[config.mk]
export PLATFORM = sky130hd
export DESIGN_NAME = debounce_pulse
export DESIGN_NICKNAME = d
export VERILOG_FILES = /design/src/rtl/debounce_pkg.sv /design/src/rtl/sync_2ff.sv /design/src/rtl/debounce_pulse.sv
export SDC_FILE = /design/constraint.sdc
export NUM_CORES = 1
export LEC_CHECK = 0
export BUFFER_PORTS_ARGS = -buffer_cell sky130_fd_sc_hd__buf_2
export CORE_ASPECT_RATIO = 0.6
export CORE_MARGIN = 4
export CORE_UTILIZATION = 50
export DETAILED_ROUTE_END_ITERATION = 10
export PLACE_DENSITY = 0.67
export SYNTH_ARGS = -nofsm -noshare
export SYNTH_HDL_FRONTEND = slang
export SYNTH_HIERARCHICAL = 1
export SYNTH_SLANG_ARGS = --single-unit
[constraint.sdc]
create_clock -name clk_in -period 4.7 [get_ports clk_in]
set_input_delay 0.235 -clock clk_in [delete_from_list [all_inputs] [get_ports clk_in]]
set_output_delay 0.235 -clock clk_in [all_outputs]
set_load 0.005 [all_outputs]
[src/rtl/debounce_pkg.sv]
// -----------------------------------------------------------------------------
// debounce_pkg
// Shared types and defaults for the debounce_pulse block.
//   state_t                 : debounce FSM state (2-bit enum)
//   DEBOUNCE_CYCLES_DEFAULT : default stable-sample count (10 ms at 100 MHz)
// The counter width is derived from the parameter inside debounce_pulse.
// -----------------------------------------------------------------------------
package debounce_pkg;

    typedef enum logic [1:0] {
        LOW       = 2'd0,
        RISE_WAIT = 2'd1,
        HIGH      = 2'd2,
        FALL_WAIT = 2'd3
    } state_t;

    localparam int unsigned DEBOUNCE_CYCLES_DEFAULT = 1_000_000;

endpackage

[src/rtl/sync_2ff.sv]
// -----------------------------------------------------------------------------
// sync_2ff
// Generic two-flop synchronizer for a single asynchronous board input.
// Ports:
//   clk_in : destination clock
//   rst_in : asynchronous, active-low reset (both flops clear to 0)
//   d_in   : asynchronous input level
//   q_out  : synchronized level, two clock edges after d_in
// -----------------------------------------------------------------------------
module sync_2ff (
    input  logic clk_in,
    input  logic rst_in,
    input  logic d_in,
    output logic q_out
);

    logic meta_q;
    logic sync_q;

    always_ff @(posedge clk_in or negedge rst_in) begin
        if (!rst_in) begin
            meta_q <= 1'b0;
            sync_q <= 1'b0;
        end else begin
            meta_q <= d_in;
            sync_q <= meta_q;
        end
    end

    assign q_out = sync_q;

endmodule

[src/rtl/debounce_pulse.sv]
// -----------------------------------------------------------------------------
// debounce_pulse
// Turns a raw pushbutton/switch level into a debounced level and a clean
// single-cycle event pulse per accepted rising edge.
//
// Optional feature macro: DEBOUNCE_FALL_EVT_EN
//   defined   -> evt_out also pulses on each accepted falling edge
//   undefined -> evt_out pulses on accepted rising edges only (default)
//
// Parameters:
//   DEBOUNCE_CYCLES : consecutive stable synchronized samples needed to accept
//                     a level change (>= 2)
// Ports:
//   clk_in    : system clock
//   rst_in    : asynchronous, active-low reset
//   raw_in    : raw asynchronous button/switch level
//   level_out : debounced level (registered)
//   evt_out   : one-cycle event pulse (registered)
//   state_out : current FSM state, for debug/observation
//
// Handshake: none; evt_out is a fire-and-forget strobe, high for exactly one
// clock per accepted edge, and never high on two consecutive cycles.
// -----------------------------------------------------------------------------
module debounce_pulse
    import debounce_pkg::*;
#(
    parameter int unsigned DEBOUNCE_CYCLES = DEBOUNCE_CYCLES_DEFAULT
) (
    input  logic       clk_in,
    input  logic       rst_in,
    input  logic       raw_in,
    output logic       level_out,
    output logic       evt_out,
    output logic [1:0] state_out
);

    // cnt only ever needs to reach DEBOUNCE_CYCLES-1, which always fits in
    // $clog2(DEBOUNCE_CYCLES) bits, so it can never wrap.
    localparam int unsigned CNT_W = $clog2(DEBOUNCE_CYCLES);
    localparam logic [CNT_W-1:0] CNT_LAST = CNT_W'(DEBOUNCE_CYCLES - 1);
    localparam logic [CNT_W-1:0] CNT_ONE  = CNT_W'(1);

    logic             s;
    state_t           state_q, state_d;
    logic [CNT_W-1:0] cnt_q, cnt_d;
    logic             level_q, level_d;
    logic             evt_q, evt_d;

    sync_2ff u_sync (
        .clk_in (clk_in),
        .rst_in (rst_in),
        .d_in   (raw_in),
        .q_out  (s)
    );

    always_ff @(posedge clk_in or negedge rst_in) begin
        if (!rst_in) begin
            state_q <= LOW;
            cnt_q   <= '0;
            level_q <= 1'b0;
            evt_q   <= 1'b0;
        end else begin
            state_q <= state_d;
            cnt_q   <= cnt_d;
            level_q <= level_d;
            evt_q   <= evt_d;
        end
    end

    // A sample that disagrees with the stable level starts the count at 1
    // (that sample is the first of the run); any agreeing sample during a
    // wait aborts back to the stable state with the count cleared.
    always_comb begin
        state_d = state_q;
        cnt_d   = cnt_q;
        level_d = level_q;
        evt_d   = 1'b0;
        case (state_q)
            LOW: begin
                cnt_d = '0;
                if (s) begin
                    state_d = RISE_WAIT;
                    cnt_d   = CNT_ONE;
                end
            end
            RISE_WAIT: begin
                if (!s) begin
                    state_d = LOW;
                    cnt_d   = '0;
                end else if (cnt_q == CNT_LAST) begin
                    state_d = HIGH;
                    cnt_d   = '0;
                    level_d = 1'b1;
                    evt_d   = 1'b1;
                end else begin
                    cnt_d = cnt_q + CNT_ONE;
                end
            end
            HIGH: begin
                cnt_d = '0;
                if (!s) begin
                    state_d = FALL_WAIT;
                    cnt_d   = CNT_ONE;
                end
            end
            FALL_WAIT: begin
                if (s) begin
                    state_d = HIGH;
                    cnt_d   = '0;
                end else if (cnt_q == CNT_LAST) begin
                    state_d = LOW;
                    cnt_d   = '0;
                    level_d = 1'b0;
`ifdef DEBOUNCE_FALL_EVT_EN
                    evt_d   = 1'b1;
`else
                    evt_d   = 1'b0;
`endif
                end else begin
                    cnt_d = cnt_q + CNT_ONE;
                end
            end
            default: begin
                state_d = LOW;
                cnt_d   = '0;
            end
        endcase
    end

    assign level_out = level_q;
    assign evt_out   = evt_q;
    assign state_out = state_q;

endmodule

==> results of run 1 <==
==> critical path: cells and delay by family (launching register included) <==
kind	cells	cell delay, ns
AND/OR/NAND/NOR	3	1.05
AO/OA/AOI/OAI	1	0.56
flip-flops	1	0.44
==> cells by family (layout without fill, tap and decap cells) <==
| kind of cell | Yosys count | count (layout) | share of synthesized area |
|---|---|---|---|
| compound gates | 16 | 16 | 0.07981 |
| xor+xnor | 14 | 14 | 0.09655 |
| fa+ha+maj | 1 | 1 | 0.009851 |
| buf+inv | 11 | 17 | 0.04827 |
| flops | 26 | 26 | 0.5123 |
| simple gates | 55 | 55 | 0.2532 |
==> cell type report <==
cell class | instances | share of cell area
Clock buffer | 4 | 0.04037
Inverter | 6 | 0.01651
Multi-Input combinational cell | 86 | 0.4092
Sequential cell | 26 | 0.4771
Tap cell | 30 | 0.02752
Timing Repair Buffer | 7 | 0.02936
==> worst max-delay path by stage <==
stage,start,to,cells past startpoint
finish,cnt_q[11]$_DFF_PN0_,cnt_q[3]$_DFF_PN0_,4
global route,cnt_q[11]$_DFF_PN0_,cnt_q[11]$_DFF_PN0_,4
floorplan,cnt_q[11]$_DFF_PN0_,cnt_q[11]$_DFF_PN0_,6
global placement,cnt_q[11]$_DFF_PN0_,cnt_q[3]$_DFF_PN0_,4
detailed placement,cnt_q[11]$_DFF_PN0_,cnt_q[3]$_DFF_PN0_,4
CTS,cnt_q[11]$_DFF_PN0_,cnt_q[3]$_DFF_PN0_,4
==> layer usage <==
layer,GRT usage,up-vias
met5,0,-
met4,0.06618,0
met3,0.05128,4
met2,0.2451,16
met1,0.2194,417
li1,-,451
==> cell usage after synthesis <==
cell type / n
a211o_1: 1
a21o_1: 1
a21oi_1: 6
a2bb2oi_1: 1
a41oi_1: 1
and2_0: 1
and3_1: 2
and4_1: 2
and4_2: 1
buf_6: 1
buf_8: 1
clkbuf_1: 2
clkbuf_2: 1
dfrtp_1: 26
ha_1: 1
inv_1: 6
nand2_1: 4
nand3_1: 7
nand3_2: 1
nand4_1: 7
nand4b_1: 1
nor2_1: 16
nor3_1: 2
nor4_1: 2
nor4_4: 1
o21ai_0: 3
o31ai_1: 3
or3_1: 4
or4_1: 3
or4_4: 1
xnor2_1: 8
xor2_1: 6
==> sequential cells by signal, indices dropped and copies added, names as in the netlist, named ones only <==
| register | count |
|---|---|
| cnt_q | 20 |
| evt_out | 1 |
| level_out | 1 |
| state_out | 1 |
| u_sync/meta_q | 1 |
| u_sync/q_out | 1 |
==> layout by cell type, fill, tap and decap left out, types with 2 or more instances in the layout <==
cell type and n:
xor2_1 6, a21oi_1 6, and3_1 2, dfrtp_1 26, o31ai_1 3, nor2_1 16
nor4_1 2, nand4_1 7, or3_1 4, or4_1 3, and4_1 2, clkbuf_8 4
nor3_1 2, inv_1 6, xnor2_1 8, o21ai_0 3, buf_2 6, nand2_1 4
nand3_1 7
==> stage by stage <==
stage	hold WS, ns	std cells
detailed placement	0.2633	154
finish	0.05942	159
CTS	0.04950	159
global route	0.04127	159
global placement	0.2513	154
floorplan	-0.06059	123
==> power breakdown <==
group          switching [mW]  internal (mW)
Sequential            0.00249          0.226
Combinational         0.00944        0.00375
Clock                  0.0717         0.0751
Total                  0.0837          0.305
==> metrics.yaml, run 1 <==
sta:
  final.setup.tns_ns: 0
  post-route-period-util: 0.4655
  setup_viol: 0
  worst_pin_slew_ns: 0.5868
  slew_headroom: 0.6088
  rsz0062_at_grt: "false"
  timing.final.ws_setup_ns: 2.512
  finalHoldViolCount: 0
  fin_skew_ns: 0.004818
  period_needed_ns: 2.188
  slew_violations: 0
  fmax_ghz: 0.4571
critical_path:
  worstPathCellList: "or4_4 -> nor4_4 -> a211o_1 -> nor2_1"
  worstRegToRegCells: 4
  arrival_ns: 2.33
  reg2reg_slack_ns: 2.51
  crit_slowest_cell: "or4_4"
  critPathCaptureType: "register"
  crit_type: "register to register"
  cp-start-kind: "register"
  critPathRequiredTime_ns: 4.84
  worstReg2RegStart: "cnt_q[11]$_DFF_PN0_"
  critPathMaxFanout: 19
  slowest_delay_ns: 0.56
  r2r-end: "cnt_q[3]$_DFF_PN0_"
die:
  ios: 7
  num_rows: 13
  die_h_um: 47.04
  die_width_um: 73.07
  coreArea_um2: 2293
  die-area_um2: 3437
  start_util: 0.5537
synthesis:
  synth_top_cell_by_area: "dfrtp_1"
  yosysSeqAreaShare: 0.5123
  synth_fp_nets: 127
  synthDistinctLibCells: 32
  ys_seq_elements: 26
  syn_avg_cell_area_um2: 10.32
  synth_top_area_frac: 0.5123
  yosys_warnings: 6
  synth_cells: 123
  synth_area_um2: 1270
  synth.top_cells.by_area: "dfrtp_1 (51%), xnor2_1 (5.5%), nor2_1 (4.7%), xor2_1 (4.1%), nand4_1 (3.4%)"
grt:
  grt_usage: 0.1622
  first_global_vias: 829
  grt_pass1_wl_um: 4022
  grt-ovfl-total: 0
  grt_max_degree: 27
  antenna_found_initial: 0
hold_path:
  min_from: "raw_in"
  hold_end: "u_sync/meta_q$_DFF_PN0_"
  hp-class: "input pin to register"
  hold_depth: 1
route:
  drc: 0
  dr.first_iter.drc_count: 68
  vias_per_cell: 5.585
  wl_met2_um: 952
  wl_met3_um: 103
  wire_per_inst_um: 14.78
  routed_wl_um: 2350
  vias: 888
  maxUsedRoutingLayer: "met4"
  wl_met1_um: 1254
  route.antenna.remaining_nets: 0
  firstDrtPassIters: 4
clocking:
  cts_setup_buffers: 0
  tritoncts: "yes"
  cts_resized: 0
  path_clk_slew_ns: 0.09
  htree_levels: 1
  cts_buffer_depth: 2
  clockRootBuffer: "clkbuf_8"
  cts_buffers: 3
  ctsHoldBuffers: 1
  clkLatencyLatePin_ns: 0.28
  clock_sinks: 26
pwr:
  p_total_uw: 388.4
  ir_worst_vdd_mv: 0.1681
  power.density_nw_per_um2: 284.8
  p_leak_nw: 0.5573
place:
  io_buffers: 6
  placed_area_um2: 1299
  gp_congestion: 0.8089
  place_worst_setup_slack_ns: 2.485
  dpl.hpwl_um: 1664
finish:
  final_core_util: 0.5947
  diodes: 0
  area_growth_pct: 7.389
  seq_area_um2: 650.6
  nNetsFinal: 134
  fillers: 182
  multiInputGateArea_um2: 558.0
  postLayoutCellArea_um2: 1364
  drive_gt1_frac: 0.1085
flow_run:
  drv_cap: 0
outcome:
  status: "finished, final reports clean"
No activity file was read; power rests on OpenSTA's default activity.
==> inputs of run 2 (changes only) <==
--- a/config.mk
+++ b/config.mk
@@ -5,6 +5,7 @@
 export SDC_FILE = /design/constraint.sdc
 export NUM_CORES = 1
 export LEC_CHECK = 0
+export ABC_AREA = 1
 export BUFFER_PORTS_ARGS = -buffer_cell sky130_fd_sc_hd__buf_2
 export CORE_ASPECT_RATIO = 0.6
 export CORE_MARGIN = 4
==> constraint.sdc (replaced) <==
create_clock -name clk_in -period 2.11 [get_ports clk_in]
set_input_delay 0.1055 -clock clk_in [delete_from_list [all_inputs] [get_ports clk_in]]
set_output_delay 0.1055 -clock clk_in [all_outputs]
set_load 0.005 [all_outputs]
==> run 2 against run 1 <==
Effect of this change: register-to-register slack worse by 2.0 ns; synthesized cell count increased by 49%; total power up 120%; critical path type unchanged; largest power group unchanged.
==> metrics.yaml, run 2 <==
synthesis:
  synth_cells: 183  # +49%
  async_reset_ff_frac: 1.000  # unchanged
  syn_avg_cell_area_um2: 7.911  # -23%
  synth_area_um2: 1448  # +14%
  synth_edf_count: 0  # unchanged
  ys_seq_elements: 26  # unchanged
  synth.most_common_cell: "nand2_1"
  synthDistinctLibCells: 23  # -28%
  synth_common_cells: "nand2_1 (44), nor2_1 (28), dfrtp_1 (26), inv_1 (21), nand3_1 (16)"
  yosys_warnings: 6  # unchanged
  synth.top_cells.by_area: "dfrtp_1 (45%), nand2_1 (11%), nor2_1 (7.3%), nor2_2 (6.5%), nand3_1 (5.5%)"
  synth_fp_nets: 187  # +47%
  synth_top_area_frac: 0.4494  # -0.06288
  yosysSeqAreaShare: 0.4494  # -0.06288
  synth_top_cell_by_area: "dfrtp_1"
  synth_ff_type: "dfrtp_1"
critical_path:
  worstReg2RegStart: "cnt_q[0]$_DFF_PN0_"
  crit_end: "cnt_q[19]$_DFF_PN0_"
  crit_start: "cnt_q[0]$_DFF_PN0_"
  critPathMaxFanout: 18  # -1
  reg2reg_slack_ns: 0.52  # -1.99 ns
  r2r-end: "cnt_q[19]$_DFF_PN0_"
  critPathRequiredTime_ns: 2.26  # -2.58 ns
  worstRegToRegCells: 8  # +4
  arrival_ns: 1.75  # -0.58 ns
  critPathCaptureType: "register"
  crit_type: "register to register"
  cp-start-kind: "register"
place:
  gp_congestion: 0.9217  # +14%
  dpl.hpwl_um: 2262  # +36%
  io_buffers: 6  # unchanged
  placed_area_um2: 1493  # +15%
  dp_cells: 219  # +42%
sta:
  final.setup.tns_ns: 0  # unchanged
  fin_skew_ns: 0.003111  # -0.001708 ns
  finalHoldViolCount: 0  # unchanged
  rsz0062_at_grt: "false"
  setup_viol: 0  # unchanged
  post-route-period-util: 0.7540  # +0.2885
  fmax_ghz: 0.6286  # +38%
  slew_violations: 0  # unchanged
  slew_headroom: 0.6156  # +0.006810
  period_needed_ns: 1.591  # -0.5967 ns
  hold_slack_ns: 0.3591  # +0.2997 ns
  worst_pin_slew_ns: 0.5766  # -0.01021 ns
finish:
  area_growth_pct: 8.297
  fillers: 241  # +32%
  postLayoutCellArea_um2: 1568  # +15%
  largest_reg_flops: 20  # unchanged
  regMostFlops: "cnt_q"
  diodes: 0  # unchanged
  mostFrequentLayoutCells: "nand2_1 (44), nor2_1 (28), dfrtp_1 (26)"
  drive_gt1_frac: 0.1813  # +0.07282
  fin_cells: 225  # +42%
  nNetsFinal: 198  # +48%
  layout_commonest_cell: "nand2_1"
route:
  route.antenna.remaining_nets: 0  # unchanged
  vias_per_cell: 5.218  # -6.6%
  firstDrtPassIters: 5  # +1
  routed_wl_um: 2988  # +27%
  dr.first_iter.drc_count: 125  # +84%
  drc: 0  # unchanged
  vias: 1174  # +32%
  wire_per_inst_um: 13.28  # -10%
clocking:
  htree_levels: 1  # unchanged
  clkLatencyLatePin_ns: 0.27  # about the same
  clockRootBuffer: "clkbuf_8"
  cts_buffers: 3  # unchanged
  cts_setup_buffers: 0  # unchanged
  clock_sinks: 26  # unchanged
  tritoncts: "yes"
  cts_buffer_depth: 2  # unchanged
  ctsHoldBuffers: 2  # +1
  cts_resized: 0  # unchanged
  path_clk_slew_ns: 0.09  # about the same
flow_run:
  drv_cap: 0  # unchanged
grt:
  grt_max_degree: 27  # unchanged
  grt-ovfl-total: 0  # unchanged
  grt_pass1_wl_um: 5319  # +32%
  antenna_found_initial: 0  # unchanged
  first_global_vias: 1075  # +30%
  grt_usage: 0.1746  # +0.01237
pwr:
  power.density_nw_per_um2: 549.5  # +93%
  p_leak_nw: 0.6496  # +17%
  ir_worst_vdd_mv: 0.3478  # +110%
die:
  die_h_um: 49.68  # +5.6%
  ios: 7  # unchanged
  die-area_um2: 3848  # +12%
  die_width_um: 77.47  # +6.0%
  num_rows: 14  # +1
  start_util: 0.5510  # -0.002785
  coreArea_um2: 2628  # +15%
outcome:
  status: "finished, final reports clean"
hold_path:
  hp-class: "input pin to asynchronous set/reset pin"
[run 2: cell types whose count changed in the layout (fill, tap and decap cells not counted), moves of 5 or more]
cell     before  now
a21oi_1       6    1
inv_1         6   21
xnor2_1       8    2
nor2_2        0   15
nand4_1       7    2
nand3_1       7   16
nor2_1       16   28
nand2_1       4   44
[run 2: cell type report]
cell class / count / area (um^2) / area share
multi-input cells: 133 / 686.9 / 0.4381
flip-flops and latches: 26 / 650.6 / 0.4150
inverters: 22 / 85.08 / 0.05427
clock buffers: 4 / 55.05 / 0.03512
repair buffers: 8 / 50.05 / 0.03192
well taps: 32 / 40.04 / 0.02554
[run 2: kinds of logic after synthesis]
logic type,synth area share
xor gates and xnor gates,0.06656
buffers and inverters,0.07606
adders and majority gates,0.008642
DFF,0.4494
and+or+nand+nor,0.3855
AOI/OAI and AO/OA,0.01382
[run 2: layer usage]
metal  routed length, um  GRT usage
met5                   0          0
met4                   0    0.01479
met3                 225    0.04364
met2                1195     0.2493
met1                1567     0.2728
[run 2: how the worst min path moves through the flow]
stage                            startpoint                         end  slack [ns]
CTS                 u_sync/meta_q$_DFF_PN0_      u_sync/q_out$_DFF_PN0_        0.36
finish                               rst_in         cnt_q[10]$_DFF_PN0_        0.36
floorplan                            rst_in  asynchronous set/reset pin       -0.19
detailed placement                   rst_in         cnt_q[10]$_DFF_PN0_        0.14
global route        u_sync/meta_q$_DFF_PN0_      u_sync/q_out$_DFF_PN0_        0.38
global placement                     rst_in         cnt_q[10]$_DFF_PN0_        0.13
[run 2: power breakdown]
part           switching, mW  internal (mW)
sequential           0.00430          0.503
clock                  0.149          0.167
combinational         0.0271         0.0111
[run 2: critical path: stages, from the launching register on]
cell	delay, ns
dfrtp_1	0.38
ha_1	0.19
nand2_1	0.11
nor2_4	0.13
nand4_2	0.12
nor2_4	0.18
nor2_2	0.08
inv_4	0.21
nor2_1	0.08
[run 2: through the flow]
stage | setup WS (ns) | util | power [mW]
global placement | 0.5658 | 0.5681 | 0.5518
detailed placement | 0.5241 | 0.5681 | 0.5537
finish | 0.5190 | 0.5967 | 0.8614
floorplan | 0.6938 | - | 0.5391
global route | 0.4129 | 0.5967 | 0.9062
CTS | 0.5116 | 0.5967 | 0.8687
==> inputs of run 3 (changes only) <==
--- a/config.mk
+++ b/config.mk
@@ -5,13 +5,13 @@
 export SDC_FILE = /design/constraint.sdc
 export NUM_CORES = 1
 export LEC_CHECK = 0
-export ABC_AREA = 1
+export ABC_AREA = 0
 export BUFFER_PORTS_ARGS = -buffer_cell sky130_fd_sc_hd__buf_2
 export CORE_ASPECT_RATIO = 0.6
 export CORE_MARGIN = 4
 export CORE_UTILIZATION = 50
 export DETAILED_ROUTE_END_ITERATION = 10
-export PLACE_DENSITY = 0.67
+export PLACE_DENSITY = 0.7
 export SYNTH_ARGS = -nofsm -noshare
 export SYNTH_HDL_FRONTEND = slang
 export SYNTH_HIERARCHICAL = 1
==> constraint.sdc (replaced) <==
create_clock -name clk_in -period 1.3 [get_ports clk_in]
set_input_delay 0.065 -clock clk_in [delete_from_list [all_inputs] [get_ports clk_in]]
set_output_delay 0.065 -clock clk_in [all_outputs]
set_load 0.005 [all_outputs]
==> run 3 against run 2 <==
Effect of this change: the run now ends with setup timing left; total power up 81%; combinational power up 71%; global-route usage up 2.8 points; clock skew up 0.0030 ns; clock power up 110%; critical path depth down 3; final cell count down 13%; wire length up 1.8%; sequential cell count unchanged; via count down 7.2%; setup slack worse by 0.93 ns.
==> metrics.yaml, run 3 (same netlist as run 1, synthesis figures left out) <==
sta:
  fin_skew_ns: 0.006088  # +0.002977 ns
  final.setup.tns_ns: -8.879  # -8.879 ns
  slew_violations: 0  # unchanged
  fmax_ghz: 0.5839  # -7.1%
  timing.final.ws_setup_ns: -0.4127  # -0.9317 ns
  finalHoldViolCount: 0  # unchanged
  worst_pin_slew_ns: 0.5627  # -0.01388 ns
  rsz0062_at_grt: "true"
  post-route-period-util: 1.317  # +0.5634
  period_needed_ns: 1.713  # +0.1217 ns
  setup_viol: 24  # +24
  slew_headroom: 0.6248  # +0.009255
  hold_slack_ns: 0.2992  # -0.05993 ns
finish:
  nNetsFinal: 170  # -14%
  diodes: 0  # unchanged
  final_core_util: 0.7360  # +0.1393
  area_growth_pct: 32.91
  fillers: 155  # -36%
  largest_reg_flops: 20  # unchanged
  fin_cells: 195  # -13%
  layout_commonest_cell: "buf_4"
  mostFrequentLayoutCells: "buf_4 (34), dfrtp_1 (26), nor2_1 (16)"
  drive_gt1_frac: 0.3273  # +0.1459
  regMostFlops: "cnt_q"
route:
  route.antenna.remaining_nets: 0  # unchanged
  drc: 0  # unchanged
  dr.first_iter.drc_count: 76  # -39%
  firstDrtPassIters: 4  # -1
  vias: 1090  # -7.2%
  vias_per_cell: 5.590  # +7.1%
  wire_per_inst_um: 15.59  # +17%
  routed_wl_um: 3041  # +1.8%
critical_path:
  critPathRequiredTime_ns: 1.51  # -0.75 ns
  crit_type: "register to register"
  critPathMaxFanout: 4  # -14
  worstRegToRegCells: 5  # -3
  cp-start-kind: "register"
  critPathCaptureType: "register"
  arrival_ns: 1.93  # +0.18 ns
pwr:
  p_leak_nw: 0.7467  # +15%
  ir_worst_vdd_mv: 0.5767  # +66%
  p_sw_uw: 302.6  # +68%
  switching_share: 0.1942  # -0.01535
  p_total_mw: 1.558  # +81%
  p_int_mw: 1.255  # +84%
  power.density_nw_per_um2: 923.1  # +68%
  pwr-share-comb: 0.042  # -0.002
  p_seq_frac: 0.530  # -0.059
  pwr-share-clk: 0.428  # +0.061
die:
  die-area_um2: 3437  # -11%
  start_util: 0.5537  # +0.002785
  coreArea_um2: 2293  # -13%
  ios: 7  # unchanged
  die_width_um: 73.07  # -5.7%
  num_rows: 13  # -1
  die_h_um: 47.04  # -5.3%
outcome:
  violations: "setup timing"
  status: "finished with violations"
grt:
  grt_pass1_wl_um: 5181  # -2.6%
  first_global_vias: 1126  # +4.7%
  grt_max_degree: 27  # unchanged
  grt-ovfl-total: 0  # unchanged
  antenna_found_initial: 0  # unchanged
  grt_usage: 0.2029  # +0.02835
clocking:
  cts_buffers: 3  # unchanged
  cts_buffer_depth: 2  # unchanged
  clockRootBuffer: "clkbuf_8"
  tritoncts: "yes"
  htree_levels: 1  # unchanged
  clock_sinks: 26  # unchanged
  clkLatencyLatePin_ns: 0.27  # about the same
  path_clk_slew_ns: 0.09  # about the same
hold_path:
  hp-class: "input pin to asynchronous set/reset pin"
place:
  dp_cells: 189  # -14%
  gp_congestion: 0.8613  # -6.6%
  io_buffers: 6  # unchanged
  dpl.hpwl_um: 2256  # -0.28%
flow_run:
  drv_cap: 0  # unchanged
## run 3: routing by layer
layer / track usage / wire (um)
met5: 0 / 0
met4: 0.03676 / 0
met3: 0.05556 / 188
met2: 0.3517 / 1406
met1: 0.2626 / 1446
## run 3: timing repair
item                                    CTS  global route
hold endpoints to repair                 27             0
pin swaps                                 1             2
setup buffers                             0             0
resized for setup                         3             1
endpoints found under the setup margin   24            24
hold buffers                              2             0
## run 3: metrics by stage
step	area (um^2)	setup slack, ns
final	1688	-0.4127
after floorplan	1275	-0.4288
after CTS	1684	-0.3742
after detailed placement	1578	-0.3713
after global placement	1578	-0.3271
after global routing	1688	-0.4363
## run 3: power groups by stage
stage	Clock, mW	Combinational [mW]	Sequential, mW
after floorplan	0	0.0290	0.840
after global placement	0	0.0600	0.841
after detailed placement	0	0.0627	0.841
after CTS	0.670	0.0670	0.825
after global routing	0.713	0.0749	0.828
final	0.667	0.0652	0.826
## run 3: worst max-delay path, stage by stage (launching register included)
cell     delay (ns)
dfrtp_1        0.41
or4_4          0.56
nor4_4         0.17
buf_4          0.18
and3_4         0.19
and3_1         0.15
## run 3: path summary, 6_finish.rpt
kind                       slack, ns                    start                 endpoint
setup / recovery               -0.41      cnt_q[11]$_DFF_PN0_        evt_out$_DFF_PN0_
hold / removal                  0.30                   rst_in  u_sync/meta_q$_DFF_PN0_
setup reg to reg               -0.41      cnt_q[11]$_DFF_PN0_        evt_out$_DFF_PN0_
hold reg to reg                 0.36  u_sync/meta_q$_DFF_PN0_   u_sync/q_out$_DFF_PN0_
max in group asynchronous       0.62                   rst_in      cnt_q[18]$_DFF_PN0_
min in group clk_in             0.36  u_sync/meta_q$_DFF_PN0_   u_sync/q_out$_DFF_PN0_
## run 3: area by class of cell
cell class,instances,area (um^2),share of cell area
Multi-Input combinational cell,86,580.6,0.3440
Clock inverter,1,30.03,0.01779
Tap cell,30,37.54,0.02224
Timing Repair Buffer,43,325.3,0.1927
Inverter,6,22.52,0.01334
Clock buffer,3,41.29,0.02446
Sequential cell,26,650.6,0.3855
